<file path="config.mk">
export PLATFORM = sky130hd
export DESIGN_NAME = axi_rd_arbiter
export DESIGN_NICKNAME = d
export VERILOG_FILES = /design/src/rtl/axi_rd_arbiter.sv
export SDC_FILE = /design/constraint.sdc
export NUM_CORES = 1
export LEC_CHECK = 0
export BUFFER_PORTS_ARGS = -buffer_cell sky130_fd_sc_hd__buf_2
export CORE_AREA = 8 8 98 100
export DETAILED_ROUTE_END_ITERATION = 16
export DIE_AREA = 0 0 106 108
export PLACE_DENSITY = 0.85
export SYNTH_ARGS = -nofsm -noshare
export SYNTH_HDL_FRONTEND = slang
export SYNTH_SLANG_ARGS = --single-unit
</file>
<file path="constraint.sdc">
create_clock -name clk -period 3.8 [get_ports clk]
set_input_delay 0.19 -clock clk [delete_from_list [all_inputs] [get_ports clk]]
set_output_delay 0.19 -clock clk [all_outputs]
set_load 0.01 [all_outputs]
</file>
<file path="src/rtl/axi_rd_arbiter.sv">
// rtl/axi_rd_arbiter.sv - three-port AXI3 read arbiter with fixed priority and prefetch anti-starvation
module axi_rd_arbiter #(
    parameter int STARVE_LIMIT = 4,
    parameter int CNT_W        = 3
) (
    input  logic        clk,
    input  logic        rst,
    input  logic [2:0]  req,
    input  logic [95:0] addr,
    input  logic [23:0] len,
    output logic [2:0]  addr_ok,
    output logic [2:0]  data_valid,
    output logic [2:0]  data_last,
    output logic        data_err,
    output logic [31:0] data,
    output logic [3:0]  arid,
    output logic [31:0] araddr,
    output logic [7:0]  arlen,
    output logic [2:0]  arsize,
    output logic [1:0]  arburst,
    output logic [1:0]  arlock,
    output logic [3:0]  arcache,
    output logic [2:0]  arprot,
    output logic        arvalid,
    input  logic        arready,
    input  logic [3:0]  rid,
    input  logic [31:0] rdata,
    input  logic [1:0]  rresp,
    input  logic        rlast,
    input  logic        rvalid,
    output logic        rready
);

    typedef enum logic [1:0] {IDLE, AR, R} state_t;

    localparam logic [CNT_W-1:0] LIMIT = CNT_W'(STARVE_LIMIT);

    state_t            state_q, state_d;
    logic [1:0]        grant_q, grant_d;
    logic [31:0]       addr_q, addr_d;
    logic [7:0]        len_q, len_d;
    logic [CNT_W-1:0]  starve_cnt_q, starve_cnt_d;

    logic [1:0]        winner;
    logic [31:0]       sel_addr;
    logic [7:0]        sel_len;
    logic              beat_ok;

    // Prefetch overrides fixed priority only once it has been passed over STARVE_LIMIT times.
    always_comb begin
        winner = 2'd0;
        if (req[2] && (starve_cnt_q >= LIMIT)) winner = 2'd2;
        else if (req[0])                       winner = 2'd0;
        else if (req[1])                       winner = 2'd1;
        else if (req[2])                       winner = 2'd2;
    end

    always_comb begin
        sel_addr = addr[31:0];
        sel_len  = len[7:0];
        case (winner)
            2'd1:    begin sel_addr = addr[63:32]; sel_len = len[15:8];  end
            2'd2:    begin sel_addr = addr[95:64]; sel_len = len[23:16]; end
            default: begin sel_addr = addr[31:0];  sel_len = len[7:0];   end
        endcase
    end

    always_comb begin
        state_d      = state_q;
        grant_d      = grant_q;
        addr_d       = addr_q;
        len_d        = len_q;
        starve_cnt_d = starve_cnt_q;
        addr_ok      = 3'b000;
        data_valid   = 3'b000;
        data_last    = 3'b000;
        data_err     = 1'b0;
        data         = 32'd0;
        arid         = 4'd0;
        araddr       = 32'd0;
        arlen        = 8'd0;
        arsize       = 3'd0;
        arburst      = 2'b00;
        arlock       = 2'b00;
        arcache      = 4'd0;
        arprot       = 3'd0;
        arvalid      = 1'b0;
        rready       = 1'b0;
        beat_ok      = 1'b0;
        // Outputs are forced quiet for the whole reset cycle, not just after it.
        if (!rst) begin
            case (state_q)
                IDLE: begin
                    if (|req) begin
                        addr_ok = 3'b001 << winner;
                        grant_d = winner;
                        addr_d  = sel_addr;
                        len_d   = sel_len;
                        if (winner == 2'd2)
                            starve_cnt_d = '0;
                        else if (req[2] && (starve_cnt_q < LIMIT))
                            starve_cnt_d = starve_cnt_q + 1'b1;
                        state_d = AR;
                    end
                end
                AR: begin
                    arvalid = 1'b1;
                    arid    = {2'b00, grant_q};
                    araddr  = addr_q;
                    arlen   = len_q;
                    arsize  = 3'd2;
                    arburst = 2'b01;
                    if (arready) state_d = R;
                end
                R: begin
                    rready  = 1'b1;
                    beat_ok = rvalid && (rid == {2'b00, grant_q});
                    if (beat_ok) begin
                        data_valid = 3'b001 << grant_q;
                        data_last  = {2'b00, rlast} << grant_q;
                        data       = rdata;
                        data_err   = (rresp != 2'b00);
                        if (rlast) state_d = IDLE;
                    end
                end
                default: state_d = IDLE;
            endcase
        end
    end

    always_ff @(posedge clk) begin
        if (rst) begin
            state_q      <= IDLE;
            grant_q      <= 2'd0;
            addr_q       <= 32'd0;
            len_q        <= 8'd0;
            starve_cnt_q <= '0;
        end else begin
            state_q      <= state_d;
            grant_q      <= grant_d;
            addr_q       <= addr_d;
            len_q        <= len_d;
            starve_cnt_q <= starve_cnt_d;
        end
    end

endmodule

</file>
After elaboration in Yosys (flattened, before gate mapping)
Index checks and enable logic that the tools add are counted.
{"block": "classes", "add_sub_neg": 1, "order_cmp": 2, "eq_ne": 9, "shift": 3, "mux": 42, "reduce_logical": 10}
{"op": "$mux W32", "count": 5}
{"op": "$pmux W32 S2", "count": 1}
{"op": "$mux W3", "count": 11}
{"op": "$mux W2", "count": 12}
{"op": "$mux W8", "count": 2}
{"op": "$pmux W8 S2", "count": 1}
{"op": "$mux W1", "count": 9}
{"op": "$ne A2 B2 Y1 const B", "count": 4}
{"op": "$pmux W2 S3", "count": 1}
{"op": "$shl A1 B2 Y3 const A", "count": 2}
{"op": "$eq A2 B1 Y1 const B", "count": 2}
{"op": "$eq A2 B2 Y1 const B", "count": 2}
{"op": "$eq A4 B2 Y1", "count": 1}
{"op": "$reduce_and A4 Y1", "count": 1}
{"op": "$reduce_bool A2 Y1", "count": 2}
{"op": "$add A3 B1 Y3 const B", "count": 1}
{"op": "$ge A3 B3 Y1 const B", "count": 1}
{"op": "$logic_and A1 B1 Y1", "count": 3}
{"op": "$lt A3 B3 Y1 const B", "count": 1}
{"op": "$reduce_and A3 Y1", "count": 1}
{"op": "$reduce_or A3 Y1", "count": 1}
{"op": "$shl A1 B2 Y3", "count": 1}
{"op": "$logic_not A2 Y1", "count": 1}
{"op": "$reduce_and A2 Y1", "count": 1}
{"block": "totals", "regBits": 47, "input_bits": 166, "out_inout_bits": 102, "wordCells": 72}

Longest topological paths before layout
Gate-level depths: netlist of the first run.
{"block": "logic_depth", "ltp_word": 8, "depth_mapped": 9, "depth_no_buf": 7}

Worst setup path before layout of the first run
Ideal clock, no wire load.
{"block": "synth_path", "path_kind": "flip-flop to flip-flop", "startpoint": "register starve_cnt_q[2]", "endpoint": "register addr_q[4]", "setup_ps": 117, "arrival_time_ps": 1596, "required_ps": 3683, "slack_ps": 2087, "stages_incl_launch_ff": 7, "n_path_buf": 2, "period_less_slack_ps": 1713, "path_cell_list": "dfxtp_1 -> o21a_1 -> ha_1 -> clkbuf_1 -> clkbuf_1 -> o21ai_0 -> a22o_1"}
{"block": "synth_between", "elab_chain_len": 5, "elab_cells_between_ends": 6, "cone_classes": "order compare (1); eq/ne (2); mux (2); reduce/logical (1)"}
{"element": "start: declaration", "line": "42", "text": "logic [CNT_W-1:0] starve_cnt_q, starve_cnt_d;"}
{"element": "start signal: assignment", "line": "143", "text": "starve_cnt_q <= starve_cnt_d;"}
{"element": "$ge A3 B3 Y1 (*)", "line": "52", "text": "if (req[2] && (starve_cnt_q >= LIMIT)) winner = 2'd2;"}
{"element": "$logic_and A1 B1 Y1 (*)", "line": "52"}
{"element": "$mux W2 (*)", "line": "52"}
{"element": "$eq A2 B2 Y1 / $eq A2 B1 Y1 (equally long branches)", "line": "61", "text": "case (winner)"}
{"element": "$pmux W32 S2 (*)", "line": "61"}
{"element": "end signal: assignment", "line": "141", "text": "addr_q <= addr_d;"}
{"element": "end: declaration", "line": "40", "text": "logic [31:0] addr_q, addr_d;"}
Every way passes the cells marked *; elsewhere a longest branch is shown, timed or not.
A chain may end at the register's enable or synchronous reset.

Worst setup path after layout of the first run
{"block": "layout_path", "startpoint": "register state_q[1]", "endpoint": "output port data[4]"}
{"block": "layout_between", "elab_chain_len": 3}
{"element": "start: declaration", "line": "38", "text": "state_t state_q, state_d;"}
{"element": "start signal: assignment", "line": "139", "text": "state_q <= state_d;"}
{"element": "$eq A2 B2 Y1", "line": "92", "text": "case (state_q)"}
{"element": "$mux W32", "line": "92"}
{"element": "$mux W32", "line": "91", "text": "if (!rst) begin"}
{"element": "end: declaration", "line": "15", "text": "output logic [31:0] data,"}
Every way passes these cells.

==> results of run 1 <==
## cell type report
cell class,instances,area [um2]
Clock buffer,5,68.8
Clock inverter,3,67.6
Fill cell,778,3610
Inverter,3,11.3
Multi-Input combinational cell,300,1930
Sequential cell,47,941
Tap cell,105,131
Timing Repair Buffer,256,1290
## cell families (layout without fill, tap and decap cells)
group / count (synthesis) / in the layout
other: 1 / 14
AOI/OAI and AO/OA: 133 / 133
DFF: 47 / 47
xor gates and xnor gates: 2 / 2
and+or+nand+nor: 148 / 148
adders and majority gates: 3 / 3
buffers and inverters: 56 / 267
## routing by layer
metal	GRT usage	vias up	routed length, um
met1	0.220	1680	4740
met3	0.0482	15	838
li1	-	1804	-
met2	0.383	169	6550
met5	0	-	0
met4	0.0523	0	167
## worst paths after layout
check	slack, ps	start	cells after the start	end
setup / recovery	1230	state_q[1]$_SDFFE_PP0P_	4	data[4]
hold / removal	170	arready	2	state_q[1]$_SDFFE_PP0P_
setup reg to reg	1470	starve_cnt_q[2]$_SDFFE_PP0P_	4	addr_q[4]$_SDFFE_PP0P_
hold reg to reg	480	addr_q[27]$_SDFFE_PP0P_	1	addr_q[27]$_SDFFE_PP0P_
## power groups by stage
| stage | clock, W | sequential (W) | combinational, W |
|---|---|---|---|
| after floorplan | 0 | 0.000569 | 0.000210 |
| after CTS | 0.000450 | 0.000572 | 0.000334 |
| final | 0.000440 | 0.000572 | 0.000332 |
| after global placement | 0 | 0.000581 | 0.000322 |
| after global routing | 0.000473 | 0.000579 | 0.000372 |
| after detailed placement | 0 | 0.000582 | 0.000334 |
## stage by stage
stage	area [um2]	cells	total power (W)
final	4440	719	0.00134
after floorplan	3130	403	0.000779
after global placement	4310	711	0.000903
after detailed placement	4310	711	0.000916
after CTS	4440	719	0.00136
after global routing	4440	719	0.00142
## worst register-to-register path: stages (launching register included)
cell     delay [ps]
dfxtp_1         360
o21a_1          230
ha_2           1100
o21ai_0         270
a22o_1          270
## cells in the final DEF, fill, tap and decap left out, types with 3 or more instances in the layout
cell,instances
nor2_1,5
dfxtp_1,47
a22oi_1,40
a21oi_1,3
nand3b_1,3
and2_1,77
nand2_1,42
a22o_1,41
clkbuf_8,5
o21ai_1,12
o21ai_0,28
and3_1,3
buf_2,253
buf_4,3
and4b_1,3
inv_1,3
conb_1,14
## registers in the layout (all words and copies together), names as in the netlist
| name | count |
|---|---|
| addr_q | 32 |
| len_q | 8 |
| starve_cnt_q | 3 |
| grant_q | 2 |
| state_q | 2 |
==> results.md, run 1 <==
- Power spread over the standard cell area amounts to 303 nW/um2.
- The post-synthesis adder-cell area fraction is 0.0122.
- The antenna violation net count after detailed routing is 0.
- Counting both buffers and inverters, the worst setup path holds a total of 1.
- Clock latency on the worst-skew pair, taken at its later pin, is 300 ps.
- The total overflow left after global routing is 0.
- Grouping stages by cell kind, the critical path spends the most delay in simple AND/OR/NAND/NOR gates.
- The die area is 11400 um2.
- The worst setup path is of the flip-flop to output pin kind.
- The delay of the slowest cell on the worst path is 740 ps.
- Counting instances in the post-synthesis netlist gives the leading cell types as 77 x and2_1, 47 x dfxtp_1, 42 x nand2_1.
- The kind of start point of the critical path is a flip-flop.
- Dividing the detail-routed wire length by the instance count gives 17.1 um.
- Detailed placement ended at an HPWL of 10000 um.
- The number of design rule violations left after detail routing is 0.
- The sink count of the clock tree is 47.
- The number of max-slew violations in the final report is 0.
- The final-layout worst hold slack is 170 ps.
- The hold violation count in the final report is 0.
- Setup repair after global routing left no endpoint under its margin.
- The share of synthesized area in the top cell type comes to 0.305.
- For this run, the register share of the synthesized area comes to 0.305.
- The cell area after synthesis is ~3100 um2.
- The share of total power dissipated in combinational logic is 0.247.
- The share of the clock period used by the worst path is 0.677.
- The classification of the worst-slack hold path is primary input to flip-flop.
- The clock period could shrink to 2570 ps.
- The worst setup margin is ~1200 ps.
- The commonest register cell after synthesis is dfxtp_1.
- TritonCTS built the clock tree.
- Among all stages on the critical path, the largest delay is contributed by and4_1.
- Before antenna repair, the detailed router went through 6 iterations.
- The max-slew headroom at the worst pin is 0.221.
- For this design, the CTS-stage hold fixing added 0 buffers.
- The initial utilization of the core area, before any placement, comes to 0.383.
- The endpoint required time on the critical path is 3610 ps.
- The worst setup slack before clock tree synthesis is 1480 ps.
- At the end of the flow the core is filled with cells to 0.552.
- The max capacitance violation total is 0.
- The net switching fraction of the power is 0.285.
- The arrival time reported for the critical path endpoint is around 2400 ps.
- The layout-stage area growth over the synthesis result is 44.0%.
- The first global-routing pass estimated ~19000 um of wire.
- The aggregate global-route resource usage is 0.202.
- The clock network power share is 0.327.
- The largest family of logic cells by synthesized area is compound AO/OA/AOI/OAI gates.
- The number of buffers inserted by post-CTS setup repair is 0.
- The number of warning messages in the yosys log is 0.
- The die is 106 um wide.
- The total vias in the final route is 3668.
- The final antenna diode count is 0.
- The maximum frequency from static timing analysis is between 300 and 400 MHz.
- The cell type contributing the most total cell area after synthesis is dfxtp_1.
- For this design the static power due to leakage is approximately 2.4 nW.
- Traced cell by cell, the critical path runs through nor3b_2, and4_1, and2_1, buf_2.
- The count of mapped cells out of synthesis is 390.
- After the first detailed-routing iteration, the DRC count stood at 195.
- The layout net count is 782.
- On the final layout, the worst clock skew is 10.9 ps.
- The count of endpoints failing setup in the final report is 0.
- Entering global routing, the biggest net connects 81 pins.
- Of the total synthesized cell area, the portion taken by XOR and XNOR cells is 0.00568.
- STA classifies the critical path endpoint as an output pin.
- The count of pins on the block boundary is approximately 270.
- The number of levels in the clock H-tree is 2.
- Along the worst path, the maximum fanout reaches 34.
- The transition time of the tightest slew-check pin is around 1200 ps.
- Using the TritonRoute via totals, the vias-per-cell ratio works out to 5.10.
- By area the synthesized netlist is led by dfxtp_1 30%, and2_1 16%, a22o_1 12%, a22oi_1 9.7%, nand2_1 5.1%.
- After routing, the total negative slack on setup checks comes to 0 ps.
- The number of core rows is 33.
- Among all cell types in the netlist, the one instantiated most often is and2_1.
- The flow ran to the end, and the final reports show no timing, DRC or antenna violations.
- The part of the power in registers is 0.426.
- The synthesized design contains 0 enable-type register cells.
- VDD sags by at most 167 uV.
- The total detailed-routing wirelength is 12300 um.
- Clock-pin slew was measured on the worst setup and hold paths at 100 ps.
- The count of buffers from port buffering is 253.
- The number of antenna violations at the first check in global routing came to 0.
- The proportion of synthesized flip-flops having asynchronous set or reset is 0.
- Post-CTS repair changed the size of 0 cells.
- The number of buffers on the longest clock path is 2.
- Of the total synthesized cell area, the portion taken by AND, OR, NAND and NOR gates is 0.277.
- The core area is between 8000 and 9000 um2.
- After synthesis, the netlist uses 37 different library cells.
- The number of synthesized register bits is 47.
- The buffer cell driving the clock tree root is clkbuf_8.
- The compound-gate portion of the synthesized area is 0.305.
- The switching power is 0.000383 W.
- The via count of the first global-routing pass is 3853.
- The per-instance average area after synthesis is 7.91 um2.
- The multiplexer share of the synthesized area is 0.
- Of the cells placed in the final design, the portion with a size suffix greater than 1 is 0.440.
- The internal power of the cells totals 0.000961 W.
- The final weighted congestion in routability-driven placement is 0.965.
- In this run, CTS created clock tree buffers numbering 5.
- The die boundary height is roughly 110 um.
No activity file was read; power rests on OpenSTA's default activity.
==> run 2, diff against run 1 <==
--- a/config.mk
+++ b/config.mk
@@ -6,10 +6,10 @@
 export NUM_CORES = 1
 export LEC_CHECK = 0
 export BUFFER_PORTS_ARGS = -buffer_cell sky130_fd_sc_hd__buf_2
-export CORE_AREA = 8 8 98 100
+export CORE_MARGIN = 8
+export CORE_UTILIZATION = 35
 export DETAILED_ROUTE_END_ITERATION = 16
-export DIE_AREA = 0 0 106 108
-export PLACE_DENSITY = 0.85
+export PLACE_DENSITY = 0.82
 export SYNTH_ARGS = -nofsm -noshare
 export SYNTH_HDL_FRONTEND = slang
 export SYNTH_SLANG_ARGS = --single-unit
==> constraint.sdc (replaced) <==
create_clock -name clk -period 2.3 [get_ports clk]
set_input_delay 0.115 -clock clk [delete_from_list [all_inputs] [get_ports clk]]
set_output_delay 0.115 -clock clk [all_outputs]
set_load 0.01 [all_outputs]
==> run 2 against run 1 <==
  * Core utilization shrank 3.2 points
  * Final cell count grew 1.5%
  * Die area grew 5.5%
  * Power rose by 53%
  * Hold slack got worse by 98 ps
  * Cell area up 1.1%
  * Clock power rose by 24%
  * Via count increased by 1.7%
  * Critical path type unchanged
  * Critical endpoint is now data[6]
  * Largest power group unchanged
==> results.md, run 2 (same netlist as run 1, synthesis figures left out) <==
- The flip-flop count of the largest register after layout is 32 (unchanged).
- The aggregate global-route resource usage is 0.182 (-0.0204).
- The most common cell after layout, fill and taps aside is buf_2.
- The count of endpoints failing setup in the final report is 0 (unchanged).
- The max-slew headroom at the worst pin is 0.618 (+0.398).
- The sink count of the clock tree is 47 (unchanged).
- The endpoint required time on the critical path is 2180 ps (-1430 ps).
- The final cell count without fillers is 730 (+1.5%).
- In the finished design, the share of the clock period the worst path needs comes to 0.889.
- The die area is 12100 um2 (+5.5%).
- The number of core rows came to 34 (+3.0%).
- The number of levels in the clock H-tree is 2 (unchanged).
- The ratio of cells with drive above 1 in the final layout is 0.446 (+0.00632).
- The cts-stage hold buffer count is 0 (unchanged).
- STA classifies the critical path endpoint as an output pin.
- The number of cells in the design after placement is 721 (+1.4%).
- The area growth from synthesis to layout is 45.5%.
- The number of buffers on the longest clock path is 2 (unchanged).
- The flow ran to the end, and the final reports show no timing, DRC or antenna violations.
- The initial standard-cell utilization of the core came to 0.357 (-0.0259).
- The final total negative setup slack is 0 ps (unchanged).
- The transition time of the tightest slew-check pin came to 568 ps (-601 ps).
- The number of buffers inserted by post-CTS setup repair is 0 (unchanged).
- The number of max-slew violations in the final report came to 0 (unchanged).
- The core area is 8640 um2 (+7.3%).
- The max capacitance violation total is 0 (unchanged).
- The worst setup skew after layout is 8.37 ps (-2.57 ps).
- The leakage power was 2.41 nW (+1.2%).
- The tightest min-delay check is of the primary input to flip-flop type.
- The half-perimeter wire length after placement was 10000 um (about the same).
- The pin count of the biggest net entering global routing came to 47 (-42%).
- The kind of start point of the critical path is a flip-flop.
- The routed length per instance is 16.6 um (-3.1%).
- The largest registers in the layout are addr_q: 32 flops, len_q: 8 flops, starve_cnt_q: 3 flops.
- The clock-pin slew reported for the worst setup and hold paths after clock tree synthesis is 90 ps (about the same).
- TritonCTS built the clock tree.
- The total detailed-routing wirelength is 12100 um (-1.6%).
- The largest fanout on the critical path is 34 (unchanged).
- The peak supply drop is 229 uV (+37%).
- The layout net count is 789 (+0.90%).
- The die extent in x was 110 um (+3.7%).
- The utilization of the core after routing came to 0.520 (-0.0317).
- The tree is rooted in a clkbuf_8.
- The antenna violation net count after detailed routing is 0 (unchanged).
- The power density over cell area is 459 nW/um2 (+52%).
- Leaving out fill and tap cells, the most frequent cells in the layout are 253 x buf_2, 77 x and2_1, 46 x dfxtp_1, 42 x nand2_1, 41 x a22o_1.
- The DRC marker count from the first detailed-route iteration is 202 (+3.6%).
- Ranked by flip-flop count, first place goes to addr_q.
- The arrival time reported for the critical path endpoint was 1930 ps (-450 ps).
- Timing would allow up to roughly 500 MHz.
- The count of pins on the block boundary came to 268 (unchanged).
- The global-route wire length before repair was 17600 um (-8.2%).
- The number of design rule violations left after detail routing is 0 (unchanged).
- The number of antenna violations at the first check in global routing is 1 (+1).
- The final weighted congestion in routability-driven placement was 0.815 (-15%).
- The number of detailed-routing iterations run before antenna repair was 4 (-2).
- The clock latency at the later pin of the worst-skew pair is 290 ps (about the same).
- The number of buffers created by CTS was 5 (unchanged).
- The count of buffers from port buffering is 253 (unchanged).
- The global route total overflow is 0 (unchanged).
- The total vias in the final route is 3731 (+1.7%).
- The hold violation count in the final report is 0 (unchanged).
- The minimum clock period after layout is 2040 ps.
- The via count of the first global-routing pass is 3757 (-2.5%).
- The overall power is 0.00206 W (+53%).
- The die boundary height was 110 um (+1.8%).
- Setup repair after global routing left no endpoint under its margin.
- The via density per instance came to 5.11 (+0.18%).
- The number of inserted filler cells in the final layout is 823 (+5.8%).
- The setup path with the least slack is of type flip-flop to output pin.
## run 2: cell types whose count changed in the layout (fill, tap and decap cells not counted), sizes merged
cell	delta
diode	+1
bufinv	-2
buf	+7
clkinvlp	-1
clkbuf	+3
## run 2: per-stage QoR
step,hold slack [ps],setup slack [ps],cell area (um2)
floorplan,248,587,3130
global route,70.6,105,4490
CTS,72.8,92.4,4490
detailed placement,374,436,4390
finish,71.4,256,4490
global placement,380,533,4390
## run 2: layer usage
layer,wire length (um),GRT usage,vias to the layer above,part of all wire
met2,6210,0.339,190,0.51
met3,1180,0.0516,28,0.098
met4,435,0.0916,0,0.036
met5,0,0,-,0
met1,4270,0.178,1690,0.35
li1,-,-,1823,-
## run 2: what timing repair did
action	CTS	global route
endpoints found under the hold margin	0	0
resized for setup	0	1
endpoints found under the setup margin	0	1
## run 2: critical path: stages (launching register included)
cell and delay, ps:
dfxtp_2 450, nor3b_2 310, and4_1 230, buf_4 240, and2_1 240, buf_2 160
## run 2: cell type report
type | instances | area [um2] | area share
timing repair buffer | 263 | 1370 | 0.304
sequential | 47 | 942 | 0.210
inverter | 3 | 11.3 | 0.00251
tap | 108 | 135 | 0.0301
antenna | 1 | 2.50 | 0.000557
multi-input combinational | 300 | 1930 | 0.430
clock buffer | 8 | 100 | 0.0223
## run 2: power by group
part	switching [W]	internal [W]	total [W]
registers	0.0000488	0.000895	0.000944
logic	0.000298	0.000272	0.000570
clock network	0.000271	0.000275	0.000546
## run 2: worst paths after layout
check | from | endpoint | slack (ps) | cells after the start
worst min-delay path | arready | state_q[1]$_SDFFE_PP0P_ | 70 | 2
worst max-delay path | state_q[1]$_SDFFE_PP0P_ | data[6] | 260 | 5
worst max register to register | starve_cnt_q[2]$_SDFFE_PP0P_ | addr_q[2]$_SDFFE_PP0P_ | 470 | 7
worst min register to register | addr_q[4]$_SDFFE_PP0P_ | addr_q[4]$_SDFFE_PP0P_ | 470 | 1
==> run 3, diff against run 2 <==
--- a/config.mk
+++ b/config.mk
@@ -6,10 +6,12 @@
 export NUM_CORES = 1
 export LEC_CHECK = 0
 export BUFFER_PORTS_ARGS = -buffer_cell sky130_fd_sc_hd__buf_2
+export CORE_ASPECT_RATIO = 1.2
 export CORE_MARGIN = 8
 export CORE_UTILIZATION = 35
 export DETAILED_ROUTE_END_ITERATION = 16
 export PLACE_DENSITY = 0.82
+export SKIP_LAST_GASP = 1
 export SYNTH_ARGS = -nofsm -noshare
 export SYNTH_HDL_FRONTEND = slang
 export SYNTH_SLANG_ARGS = --single-unit
==> run 3 against run 2 <==
  * Clock skew is essentially flat
  * Non-clock buffer count grew 3
  * Sequential share of layout area shrank 0.17 points
  * Via count shrank 1.3%
  * Register-to-register slack gained 40 ps
  * Count of clock-buffer cells in the layout shrank 2
  * Critical path depth is the same
  * Sequential cell count is the same
  * Power grew 4.2%
  * Final cell count grew 1.5%
  * Core utilization grew 0.87 points
  * Largest cell class unchanged
  * Largest power group unchanged
==> results.md, run 3 (same netlist as run 1, synthesis figures left out) <==
- The run finished with clean final reports.
- The initial standard-cell utilization of the core came to 0.360 (+0.00298).
- The core area is 8560 um2 (-0.83%).
- The global-route wire length before repair is 18600 um (+6.1%).
- The half-perimeter wire length after placement is 10300 um (+3.1%).
- The hold violation count in the final report came to 0 (unchanged).
- The worst hold path stage count came to 2 (unchanged).
- The die extent in x is 102 um (-7.4%).
- TritonCTS built the clock tree.
- The arrival time reported for the critical path endpoint is 1930 ps (about the same).
- The total detailed-routing wirelength was 12400 um (+2.4%).
- The worst setup path is captured at an output pin.
- The clock latency at the later pin of the worst-skew pair is 290 ps (about the same).
- The number of buffers on the longest clock path is 2 (unchanged).
- The clock-pin slew reported for the worst setup and hold paths after clock tree synthesis came to 90 ps (about the same).
- The leakage power was 2.44 nW (+0.93%).
- The largest fanout on the critical path came to 24 (-29%).
- The number of inserted filler cells in the final layout is 805 (-2.2%).
- The worst setup path is launched from a flip-flop.
- The die area is 12100 um2 (+0.10%).
- The endpoint required time on the critical path is 2180 ps (about the same).
- The flop-to-flop setup slack was 510 ps (+40 ps).
- The number of design rule violations left after detail routing came to 0 (unchanged).
- The pin count of the biggest net entering global routing is 51 (+8.5%).
- The final cell count without fillers is 741 (+1.5%).
- The type of the worst setup path is flip-flop to output pin.
- The worst setup skew after layout was 8.42 ps (+0.0538 ps).
- The max-slew headroom at the worst pin is 0.544 (-0.0745).
- The ratio of cells with drive above 1 in the final layout was 0.452 (+0.00587).
- The aggregate global-route resource usage is 0.190 (+0.00793).
- The worst hold path belongs to the class primary input to flip-flop.
- The sink count of the clock tree is 47 (unchanged).
- The total vias in the final route came to 3683 (-1.3%).
- The power density over cell area is 474 nW/um2 (+3.3%).
- The die boundary height was 119 um (+8.2%).
- The DRC marker count from the first detailed-route iteration is 171 (-15%).
- The number of antenna violations at the first check in global routing came to 1 (unchanged).
- The count of buffers from port buffering came to 253 (unchanged).
- The layout-stage area growth over the synthesis result is 46.8%.
- The final antenna diode count is 0 (-1).
- The via count of the first global-routing pass is 3752 (-0.13%).
- In this run the clock root is driven by a clkbuf_8.
- The number of buffers inserted by post-CTS setup repair was 0 (unchanged).
- The peak supply drop is 245 uV (+6.9%).
- The transition time of the tightest slew-check pin is 679 ps (+111 ps).
- The number of max-slew violations in the final report is 0 (unchanged).
- Setup repair after global routing left no endpoint under its margin.
- Counting flops per register, the top entry is addr_q.
- The max capacitance violation total is 0 (unchanged).
- The via density per instance was 4.97 (-2.8%).
- The number of core rows is 37 (+8.8%).
- The routed length per instance is 16.7 um (+0.86%).
- The number of buffers created by CTS is 5 (unchanged).
- The maximum frequency from static timing analysis came to 489 MHz (-0.13%).
- The logic depth of the worst register-to-register path was 6 (-1).
- Leaving out fill and tap cells, the most frequent cells in the layout are 253 x buf_2, 77 x and2_1, 46 x dfxtp_1, 42 x nand2_1, 41 x a22o_1.
- The number of levels in the clock H-tree is 2 (unchanged).
- The global route total overflow is 0 (unchanged).
- The layout net count is 792 (+0.38%).
- The number of cells in the design after placement was 733 (+1.7%).
- The antenna violation net count after detailed routing came to 0 (unchanged).
- The largest registers in the layout are addr_q: 32 flops, len_q: 8 flops, starve_cnt_q: 3 flops.
- The minimum clock period after layout is 2050 ps (+2.67 ps).
- The count of endpoints failing setup in the final report was 0 (unchanged).
- The count of pins on the block boundary is 268 (unchanged).
- The final total negative setup slack is 0 ps (unchanged).
- The number of detailed-routing iterations run before antenna repair came to 4 (unchanged).
- The final weighted congestion in routability-driven placement is 0.895 (+9.7%).
- The multi-input logic area is 1930 um2 (about the same).
- The most common cell after layout, fill and taps aside is buf_2.
- The share of the clock period used by the worst path came to 0.890 (+0.00116).
- The combined flip-flop and latch cell area is 942 um2 (unchanged).
- The flip-flop count of the largest register after layout is 32 (unchanged).
## run 3: area by class of cell
class                           count  share of cell area
Multi-Input combinational cell    300               0.427
Timing Repair Buffer              266               0.304
Sequential cell                    47               0.208
Tap cell                          117              0.0323
Clock buffer                        6              0.0182
Clock inverter                      2             0.00774
Inverter                            3             0.00249
## run 3: path summary, 6_finish.rpt
path	start	end
setup / recovery	state_q[1]$_SDFFE_PP0P_	data[16]
hold / removal	arready	state_q[1]$_SDFFE_PP0P_
setup reg to reg	starve_cnt_q[2]$_SDFFE_PP0P_	addr_q[4]$_SDFFE_PP0P_
hold reg to reg	len_q[5]$_SDFFE_PP0P_	len_q[5]$_SDFFE_PP0P_
## run 3: critical path, cell delays in order (launching register included)
cell,delay [ps]
dfxtp_2,450
nor3b_2,310
and4_2,370
buf_4,240
and2_1,150
buf_2,120
## run 3: where the power goes
group          switching [W]  total (W)  internal [W]
registers          0.0000485   0.000944      0.000895
clock network       0.000271   0.000623      0.000352
logic               0.000303   0.000579      0.000276
total               0.000623    0.00215       0.00152
## run 3: repair_timing
action / 4_1_cts / 5_1_grt
setup endpoints to repair: 0 / 24
gates resized for setup: 0 / 2
hold buffers: 0 / 0
## run 3: per-layer routing
| layer | vias to the layer above | global-route usage | wire length (um) |
|---|---|---|---|
| met2 | 179 | 0.365 | 6560 |
| met4 | 2 | 0.0486 | 192 |
| li1 | 1826 | - | - |
| met3 | 14 | 0.0554 | 1220 |
| met5 | - | 0 | 13 |
| met1 | 1662 | 0.188 | 4410 |
## run 3: through the flow
stage / power, W / setup slack, ps / instance area, um2 / hold WS (ps) / util
floorplan: 0.00129 / 587 / 3130 / 248 / -
detailed placement: 0.00154 / 387 / 4410 / 396 / 0.515
global route: 0.00228 / 70.3 / 4530 / 106 / 0.529
CTS: 0.00217 / 39.2 / 4530 / 87.6 / 0.528
finish: 0.00215 / 253 / 4530 / 106 / 0.529
global placement: 0.00152 / 499 / 4410 / 387 / 0.515
